[config.mk]
export PLATFORM = sky130hd
export DESIGN_NAME = load_store_unit
export DESIGN_NICKNAME = d
export VERILOG_FILES = /design/src/rtl/rv32i_pkg.sv /design/src/rtl/lsu_align.sv /design/src/rtl/load_store_unit.sv
export SDC_FILE = /design/constraint.sdc
export NUM_CORES = 1
export LEC_CHECK = 0
export BUFFER_PORTS_ARGS = -buffer_cell sky130_fd_sc_hd__buf_2
export CORE_UTILIZATION = 56
export CTS_CLUSTER_DIAMETER = 60
export DETAILED_ROUTE_END_ITERATION = 10
export GPL_ROUTABILITY_DRIVEN = 0
export MAX_ROUTING_LAYER = met4
export PLACE_DENSITY_LB_ADDON = 0.12
export SKIP_CTS_REPAIR_TIMING = 1
export SLEW_MARGIN = 0
export SYNTH_ARGS = -nofsm -noshare
export SYNTH_HDL_FRONTEND = slang
export SYNTH_SLANG_ARGS = --single-unit
[constraint.sdc]
create_clock -name clk -period 8.7 [get_ports clk]
set_input_delay 0.87 -clock clk [delete_from_list [all_inputs] [get_ports clk]]
set_output_delay 0.87 -clock clk [all_outputs]
set_load 0.1 [all_outputs]
[src/rtl/rv32i_pkg.sv]
//------------------------------------------------------------------------------
// Module  : rv32i_pkg
// Brief   : RV32I load/store funct3 encodings, LSU state type and legality helpers
// Rev     : 1.0  initial release
//------------------------------------------------------------------------------
`default_nettype none

package rv32i_pkg;

    localparam logic [2:0] FUNCT3_B  = 3'b000;
    localparam logic [2:0] FUNCT3_H  = 3'b001;
    localparam logic [2:0] FUNCT3_W  = 3'b010;
    localparam logic [2:0] FUNCT3_BU = 3'b100;
    localparam logic [2:0] FUNCT3_HU = 3'b101;

    typedef enum logic [1:0] {
        IDLE   = 2'd0,
        ACCESS = 2'd1,
        RESP   = 2'd2
    } lsu_state_t;

    // Unsigned variants exist only for loads.
    function automatic logic funct3_illegal(input logic write, input logic [2:0] funct3);
        case (funct3)
            FUNCT3_B, FUNCT3_H, FUNCT3_W: funct3_illegal = 1'b0;
            FUNCT3_BU, FUNCT3_HU:         funct3_illegal = write;
            default:                      funct3_illegal = 1'b1;
        endcase
    endfunction

    function automatic logic addr_misaligned(input logic [2:0] funct3, input logic [1:0] addr_lo);
        case (funct3)
            FUNCT3_H, FUNCT3_HU: addr_misaligned = addr_lo[0];
            FUNCT3_W:            addr_misaligned = (addr_lo != 2'b00);
            default:             addr_misaligned = 1'b0;
        endcase
    endfunction

endpackage

`default_nettype wire

[src/rtl/lsu_align.sv]
//------------------------------------------------------------------------------
// Module  : lsu_align
// Brief   : Store byte-lane/strobe generation and load extract/sign-extension
// Rev     : 1.0  initial release
//------------------------------------------------------------------------------
`default_nettype none

module lsu_align
    import rv32i_pkg::*;
(
    input  logic [2:0]  i_funct3,
    input  logic [1:0]  i_addr_lo,
    input  logic [31:0] i_store_data,
    input  logic [31:0] i_load_word,
    output logic [31:0] o_lane_wdata,
    output logic [3:0]  o_lane_wstrb,
    output logic [31:0] o_load_data
);

    logic [7:0]  w_byte;
    logic [15:0] w_half;

    assign w_byte = i_load_word[{i_addr_lo, 3'b000} +: 8];
    assign w_half = i_addr_lo[1] ? i_load_word[31:16] : i_load_word[15:0];

    always_comb begin
        o_lane_wdata = i_store_data;
        o_lane_wstrb = 4'b0000;
        o_load_data  = i_load_word;
        case (i_funct3)
            FUNCT3_B: begin
                o_lane_wdata = {4{i_store_data[7:0]}};
                o_lane_wstrb = 4'b0001 << i_addr_lo;
                o_load_data  = {{24{w_byte[7]}}, w_byte};
            end
            FUNCT3_H: begin
                o_lane_wdata = {2{i_store_data[15:0]}};
                o_lane_wstrb = i_addr_lo[1] ? 4'b1100 : 4'b0011;
                o_load_data  = {{16{w_half[15]}}, w_half};
            end
            FUNCT3_W: begin
                o_lane_wstrb = 4'b1111;
            end
            FUNCT3_BU: o_load_data = {24'h0, w_byte};
            FUNCT3_HU: o_load_data = {16'h0, w_half};
            default:   o_load_data = 32'h0;
        endcase
    end

endmodule

`default_nettype wire

[src/rtl/load_store_unit.sv]
//------------------------------------------------------------------------------
// Module  : load_store_unit
// Brief   : RV32I LSU: request capture, word-aligned memory access with ack timeout
// Rev     : 1.0  initial release
//------------------------------------------------------------------------------
`default_nettype none

module load_store_unit
    import rv32i_pkg::*;
#(
    parameter int MAX_WAIT = 16,
    parameter int CNT_W    = 5
) (
    input  logic        clk,
    input  logic        rst,
    input  logic        req_valid,
    output logic        req_ready,
    input  logic        req_write,
    input  logic [2:0]  req_funct3,
    input  logic [31:0] req_addr,
    input  logic [31:0] req_wdata,
    output logic        rsp_valid,
    output logic [31:0] rsp_rdata,
    output logic        rsp_misaligned,
    output logic        rsp_fault,
    output logic [31:0] mem_addr,
    output logic [31:0] mem_wdata,
    output logic [3:0]  mem_wstrb,
    output logic        mem_write,
    output logic        mem_read,
    input  logic [31:0] mem_rdata,
    input  logic        mem_ack
);

    lsu_state_t       r_state;
    logic [31:0]      r_addr;
    logic [31:0]      r_wdata;
    logic [31:0]      r_rdata;
    logic [2:0]       r_funct3;
    logic             r_write;
    logic             r_fault;
    logic             r_misaligned;
    logic [CNT_W-1:0] r_cnt;

    logic        w_accept;
    logic        w_illegal;
    logic        w_misaligned;
    logic [31:0] w_lane_wdata;
    logic [3:0]  w_lane_wstrb;
    logic [31:0] w_load_data;

    // Legality is judged on exactly the values being captured this edge.
    assign w_accept     = req_valid & req_ready;
    assign w_illegal    = funct3_illegal(req_write, req_funct3);
    assign w_misaligned = addr_misaligned(req_funct3, req_addr[1:0]);

    lsu_align u_align (
        .i_funct3     (r_funct3),
        .i_addr_lo    (r_addr[1:0]),
        .i_store_data (r_wdata),
        .i_load_word  (r_rdata),
        .o_lane_wdata (w_lane_wdata),
        .o_lane_wstrb (w_lane_wstrb),
        .o_load_data  (w_load_data)
    );

    assign mem_addr  = {r_addr[31:2], 2'b00};
    assign mem_wdata = w_lane_wdata;
    assign mem_wstrb = mem_write ? w_lane_wstrb : 4'b0000;

    always_ff @(posedge clk or posedge rst) begin
        if (rst) begin
            r_state        <= IDLE;
            r_addr         <= '0;
            r_wdata        <= '0;
            r_rdata        <= '0;
            r_funct3       <= '0;
            r_write        <= 1'b0;
            r_fault        <= 1'b0;
            r_misaligned   <= 1'b0;
            r_cnt          <= '0;
            req_ready      <= 1'b1;
            rsp_valid      <= 1'b0;
            rsp_rdata      <= '0;
            rsp_misaligned <= 1'b0;
            rsp_fault      <= 1'b0;
            mem_write      <= 1'b0;
            mem_read       <= 1'b0;
        end else begin
            rsp_valid <= 1'b0;
            case (r_state)
                IDLE: begin
                    rsp_rdata      <= '0;
                    rsp_misaligned <= 1'b0;
                    rsp_fault      <= 1'b0;
                    r_cnt          <= '0;
                    if (w_accept) begin
                        r_addr       <= req_addr;
                        r_wdata      <= req_wdata;
                        r_funct3     <= req_funct3;
                        r_write      <= req_write;
                        r_rdata      <= '0;
                        r_fault      <= w_illegal;
                        r_misaligned <= ~w_illegal & w_misaligned;
                        req_ready    <= 1'b0;
                        if (w_illegal || w_misaligned) begin
                            r_state <= RESP;
                        end else begin
                            r_state   <= ACCESS;
                            mem_read  <= ~req_write;
                            mem_write <= req_write;
                        end
                    end else begin
                        req_ready <= 1'b1;
                    end
                end
                ACCESS: begin
                    r_cnt <= r_cnt + 1'b1;
                    // An ack arriving on the final wait cycle wins over the timeout.
                    if (mem_ack) begin
                        r_rdata   <= mem_rdata;
                        mem_read  <= 1'b0;
                        mem_write <= 1'b0;
                        r_state   <= RESP;
                    end else if (r_cnt == CNT_W'(MAX_WAIT - 1)) begin
                        mem_read  <= 1'b0;
                        mem_write <= 1'b0;
                        r_fault   <= 1'b1;
                        r_state   <= RESP;
                    end
                end
                RESP: begin
                    rsp_valid      <= 1'b1;
                    rsp_misaligned <= r_misaligned;
                    rsp_fault      <= r_fault;
                    rsp_rdata      <= (r_write || r_fault || r_misaligned) ? 32'h0 : w_load_data;
                    r_state        <= IDLE;
                end
                default: r_state <= IDLE;
            endcase
        end
    end

endmodule

`default_nettype wire

==> flow_metrics.py, run 1 <==
metrics = {
    "final_layout": {
        "num_antenna_cells": 0,
        "multi_input_area_um2": 2703,
        "mostFrequentLayoutCell": "nand2_1",
        "drive_above_1_share_pct": 32.20,
        "register_area_um2": 3680,
        "nets": 978,
        "fillers": 989,
        "synthToLayoutAreaGrowth_pct": 20.32,
        "mostFrequentLayoutCells": "nand2_1 (274), buf_2 (207), dfrtp_1 (146), o21ai_0 (43), a221o_1 (24)",
    },
    "sta": {
        "setup_tns_ps": 0,
        "skew_ps": 6.614,
        "fin_crit_ps": 3540,
        "max_freq_ghz": 0.2825,
        "grt_setup_unrepaired": "no",
        "relSlewSlack_pct": 32.25,
        "fin_crit_sh_pct": 40.69,
        "setup_viol": 0,
        "slew_viol_final": 0,
        "report.final.hold_viol_count": 0,
        "tightest_slew_ps": 1015,
    },
    "clock_network": {
        "cts_root_buf": "clkbuf_16",
        "insertion_delay_ps": 420,
        "cts_buffers": 17,
        "cts.clk_slew.worst_paths_ps": 50,
        "cts_tree": "done",
        "h-tree-depth": 4,
        "cts_num_sinks": 147,
        "cts.path.max_buffers": 2,
    },
    "critical_path": {
        "startpoint": "r_funct3[0]",
        "required_ps": 7830,
        "reg2reg_depth": 3,
        "crit_path_end_kind": "primary output",
        "crit_path_end": "mem_wdata[15]",
        "crit_path_start_kind": "flop",
        "timing.rr.start": "r_funct3[0]",
        "path_cells": "nor3_2 > mux2_2 > buf_2",
        "slowest_delay_ps": 830,
        "worst_r2r_endpoint": "rsp_rdata[0]",
        "cp_slowest_cell": "nor3_2",
        "cp_max_fo": 23,
        "regToRegSetupSlack_ps": 6080,
        "arrival_ps": 2670,
        "crit_type": "reg2out",
    },
    "synth": {
        "netlist_area_um2": 6898,
        "ys.flop_type": "dfrtp_1",
        "synth_cells": 723,
        "synth_edf_count": 0,
        "yosysUniqueCellTypes": 45,
        "seq_area_frac_synth_pct": 53.35,
        "ys_async_sr_fraction_pct": 100.0,
        "postSynthAreaPerCell_um2": 9.541,
        "synth_warnings": 0,
        "ys_seq_elements": 147,
    },
    "die": {
        "initial_core_util_pct": 57.43,
        "die_w_um": 113.0,
        "core_area_um2": 12010,
        "ios": 210,
        "rows": 40,
        "chipHeight_um": 113.0,
        "dieArea_um2": 12770,
    },
    "detailed_routing": {
        "viasPerCell": 5.416,
        "drt_pass1_iterations": 5,
        "routed_wl_um": 16150,
        "via_count": 5589,
        "drtIter0Drc": 384,
        "drc": 0,
        "routedWlPerCell_um": 15.65,
        "ant_nets": 0,
    },
    "grt": {
        "grt_pass1_wl_um": 26030,
        "grt_overflow": 0,
        "grt_util_met2_pct": 43.74,
        "gr-usage-met1_pct": 33.52,
        "antenna_found_initial": 0,
        "grt_max_degree": 91,
        "grt_usage_pct": 27.27,
        "grt.busiest_layer": "met2",
        "use_met3_pct": 5.892,
        "grt_pass1_vias": 5418,
    },
    "min_path": {
        "hp-class": "reg2reg",
    },
    "run": {
        "cap_violations": 0,
    },
    "placement": {
        "dp_hpwl_um": 11340,
        "numPortBuffers": 207,
    },
    "outcome": {
        "status": "finished clean",
    },
}
## worst max-delay path, delay by kind of cell (launching register included)
family                 cells  cell delay [ps]
AND/OR/NAND/NOR            1              830
flip-flops                 1              700
buffers and inverters      1              420
multiplexers               1              300
## registers in the layout, summed over array words and instances, names as in the netlist, 2 cells and up
signal	cells
r_funct3	3
r_rdata	32
r_cnt	5
r_state	2
r_wdata	32
r_addr	32
rsp_rdata	32
## routing by layer
| layer | wire (um) | vias up |
|---|---|---|
| met5 | 0 | - |
| met4 | 433 | 0 |
| met3 | 879 | 33 |
| li1 | - | 2682 |
| met2 | 8003 | 213 |
| met1 | 6836 | 2661 |
## worst min-delay path by stage
stage | from | depth (start not counted) | endpoint
floorplan | r_wdata[16] | 2 | r_wdata[16]
global placement | r_addr[5] | 2 | r_addr[5]
detailed placement | r_addr[5] | 2 | r_addr[5]
CTS | r_addr[5] | 2 | r_addr[5]
global route | r_addr[27] | 2 | r_addr[27]
finish | r_addr[5] | 2 | r_addr[5]
## synthesized netlist by cell type, types with 2 or more instances
cell,count,area (um2)
nor3_1,5,25.02
a22o_1,13,113.9
a221o_1,24,240.2
buf_2,4,20.02
a221o_2,6,67.56
or2_0,2,12.51
mux2i_1,10,100.1
nor2b_1,3,18.77
buf_4,40,300.3
mux2_2,16,180.2
nor3b_1,4,30.03
nand2b_1,2,12.51
inv_1,7,26.28
ha_1,2,25.02
o21a_1,2,15.01
nand2_1,274,1028
buf_1,2,7.510
and3_1,2,12.51
a21oi_1,19,95.09
a21o_1,2,15.01
mux4_2,8,180.2
and2_1,7,43.79
nor2_1,20,75.07
a32o_1,4,40.04
clkbuf_1,35,131.4
nand3_1,4,20.02
o21ai_0,43,215.2
dfrtp_1,146,3654
## final cells by class
type                    instances  area share [%]
clock buffers                  22           5.834
clock inverters                10           1.553
inverters                       7          0.3769
multi-input cells             485           32.56
flip-flops and latches        147           44.34
well taps                     147           2.216
repair buffers                214           13.12
## logic make-up (layout without fill, tap and decap cells)
kind of cell	after synthesis	in the layout	share of synthesized area [%]
simple gates	329	329	19.28
fa+ha+maj	2	2	0.3627
mux	34	34	6.675
buf+inv	92	253	8.090
compound gates	118	118	12.19
flops	147	147	53.35
other cells	1	2	0.05436
## metrics by stage
step | utilization, % | cells | instance area [um2] | hold slack [ps] | worst slack, ps
finish | 69.09 | 1032 | 8299 | 467.6 | 5160
global route | 69.09 | 1032 | 8299 | 490.8 | 5039
CTS | 69.09 | 1032 | 8299 | 471.4 | 5165
detailed placement | 63.99 | 1000 | 7686 | 459.4 | 5615
global placement | 63.99 | 1000 | 7686 | 452.9 | 5668
floorplan | - | 724 | 6902 | 441.7 | 3880
Power of run 1 is left out: the tool's default activity adds up to more than one toggle a clock period on the data nets, which glitch-free logic cannot reach.
==> inputs of run 2 (changes only) <==
--- a/config.mk
+++ b/config.mk
@@ -5,8 +5,9 @@
 export SDC_FILE = /design/constraint.sdc
 export NUM_CORES = 1
 export LEC_CHECK = 0
+export ABC_AREA = 1
 export BUFFER_PORTS_ARGS = -buffer_cell sky130_fd_sc_hd__buf_2
-export CORE_UTILIZATION = 56
+export CORE_UTILIZATION = 52
 export CTS_CLUSTER_DIAMETER = 60
 export DETAILED_ROUTE_END_ITERATION = 10
 export GPL_ROUTABILITY_DRIVEN = 0
==> constraint.sdc (replaced) <==
create_clock -name clk -period 3.5 [get_ports clk]
set_input_delay 0.35 -clock clk [delete_from_list [all_inputs] [get_ports clk]]
set_output_delay 0.35 -clock clk [all_outputs]
set_load 0.1 [all_outputs]
==> flow_metrics.py, run 2 <==
metrics = {
    "outcome": {
        "status": "finished clean",
    },
    "final_layout": {
        "mostFrequentLayoutCells": "nand2_1 (400), buf_2 (207), dfrtp_1 (146), nand3_1 (89), inv_1 (66)",
        "synthToLayoutAreaGrowth_pct": 17.96,
        "mostFrequentLayoutCell": "nand2_1",
        "nets": 1182,
        "drive_above_1_share_pct": 24.24,
        "fillers": 1259,
    },
    "synth": {
        "postSynthAreaPerCell_um2": 7.808,
        "yosysUniqueCellTypes": 32,
        "ys_async_sr_fraction_pct": 100.0,
        "seq_area_frac_synth_pct": 50.73,
        "yosysMostFrequentCell": "nand2_1",
        "synth_edf_count": 0,
        "synth_cells": 929,
        "ys.flop_type": "dfrtp_1",
        "synth_top_cell_by_area": "dfrtp_1",
        "synthTopCellsByCount": "nand2_1 (400), dfrtp_1 (146), nand3_1 (89), inv_1 (67), o21ai_0 (60)",
        "ys_seq_elements": 147,
        "synth_warnings": 0,
        "netlist_top_cells_area": "dfrtp_1 (50%), nand2_1 (21%), nand3_1 (6.1%)",
        "netlist_area_um2": 7253,
        "synth_top_area_share_pct": 50.37,
    },
    "sta": {
        "timing.hold.ws_ps": 124.2,
        "report.final.hold_viol_count": 0,
        "relSlewSlack_pct": 41.85,
        "fin_crit_sh_pct": 88.34,
        "setup_tns_ps": 0,
        "tightest_slew_ps": 870.3,
        "grt_setup_unrepaired": "no",
        "max_freq_ghz": 0.3234,
        "skew_ps": 8.672,
        "fin_crit_ps": 3092,
        "slew_viol_final": 0,
        "setup_viol": 0,
    },
    "clock_network": {
        "cts.clk_slew.worst_paths_ps": 60,
        "cts_buffers": 17,
        "cts_root_buf": "clkbuf_16",
        "cts_num_sinks": 147,
        "cts_tree": "done",
        "h-tree-depth": 4,
        "cts.path.max_buffers": 2,
        "insertion_delay_ps": 420,
    },
    "run": {
        "cap_violations": 0,
    },
    "critical_path": {
        "arrival_ps": 2740,
        "path_cells": "inv_1 > nand2_4 > nand2_1 > nor2_1 > a21oi_1 > buf_2",
        "required_ps": 3150,
        "crit_path_start_kind": "flop",
        "reg2reg_depth": 7,
        "crit_path_end_kind": "primary output",
        "crit_type": "reg2out",
        "cp_max_fo": 24,
        "slowest_delay_ps": 560,
        "cp_slowest_cell": "nand2_1",
    },
    "detailed_routing": {
        "drc": 0,
        "route.met3.wl_um": 1246,
        "via_count": 6379,
        "wl_met2_um": 8579,
        "routed_wl_um": 18080,
        "maxUsedRoutingLayer": "met4",
        "viasPerCell": 5.031,
        "drtIter0Drc": 457,
        "ant_nets": 0,
        "drt_pass1_iterations": 6,
        "met1Wirelength_um": 7891,
        "routedWlPerCell_um": 14.26,
    },
    "grt": {
        "grt_pass1_vias": 6276,
        "grt_pass1_wl_um": 29870,
        "grt_overflow": 0,
        "grt_max_degree": 148,
        "grt_usage_pct": 27.30,
        "antenna_found_initial": 3,
    },
    "die": {
        "dieArea_um2": 14430,
        "rows": 42,
        "initial_core_util_pct": 54.13,
        "core_area_um2": 13400,
        "die_w_um": 120.1,
        "ios": 210,
        "chipHeight_um": 120.1,
    },
    "placement": {
        "dp_hpwl_um": 12450,
        "numPortBuffers": 207,
    },
    "min_path": {
        "holdPathStages": 3,
        "hp-class": "in2reg",
    },
}
## run 2: cell count changes after synthesis, sizes merged, moves of 20 or more
cell    before  now
nand2      274  405
nand3        4   90
inv          7   73
a221o       30    0
buf         48   71
o21ai       43   64
clkbuf      36   16
## run 2: final timing paths
kind                          startpoint       endpoint  slack (ps)
max reg2reg                   r_state[1]    r_rdata[15]        1230
min                        req_wdata[19]    r_wdata[19]         120
max in group asynchronous            rst    r_wdata[12]        2740
max                          r_funct3[1]  mem_wdata[17]         410
min reg2reg                   r_addr[12]     r_addr[12]         470
min in group asynchronous            rst       r_cnt[2]         130
## run 2: kinds of logic (layout without fill, tap and decap cells)
| family | after synthesis | after routing | synth area share (%) |
|---|---|---|---|
| simple gates | 522 | 522 | 29.67 |
| fa+ha+maj | 2 | 2 | 0.3450 |
| buf+inv | 160 | 319 | 11.83 |
| compound gates | 97 | 97 | 7.366 |
| other cells | 1 | 5 | 0.05170 |
| flops | 147 | 147 | 50.73 |
## run 2: layout make-up
cell class | instances | area [um2] | area share [%]
Sequential cell | 147 | 3680 | 43.01
Timing Repair Buffer | 214 | 1101 | 12.87
Inverter | 73 | 277.8 | 3.247
Tap cell | 176 | 220.2 | 2.574
Clock buffer | 22 | 464.2 | 5.426
Clock inverter | 10 | 83.83 | 0.9798
Antenna cell | 3 | 7.507 | 0.08774
Multi-Input combinational cell | 623 | 2721 | 31.81
## run 2: through the flow
| step | setup WS, ps | cell area, um2 | util [%] | instances |
|---|---|---|---|---|
| 2_1_floorplan | 42.10 | 7261 | - | 930 |
| 3_3_place_gp | 967.1 | 8000 | 59.70 | 1233 |
| 3_5_place_dp | 863.8 | 8000 | 59.70 | 1233 |
| 4_1_cts | 409.4 | 8548 | 63.79 | 1265 |
| 5_1_grt | 194.7 | 8556 | 63.85 | 1268 |
| 6_report | 408.1 | 8556 | 63.85 | 1268 |
## run 2: worst max-delay path: cells and delay by family (launching register included)
family / cells / cell delay, ps
and+or+nand+nor: 3 / 890
buffers and inverters: 2 / 840
DFF: 1 / 450
AOI/OAI and AO/OA: 1 / 130
## run 2: layer usage
layer  track usage [%]  vias up
met1             34.14     2963
met3             7.557       27
li1                  -     3173
met4             9.844        0
met5                 -        -
met2             42.46      216
Power of run 2 is left out for the same reason.
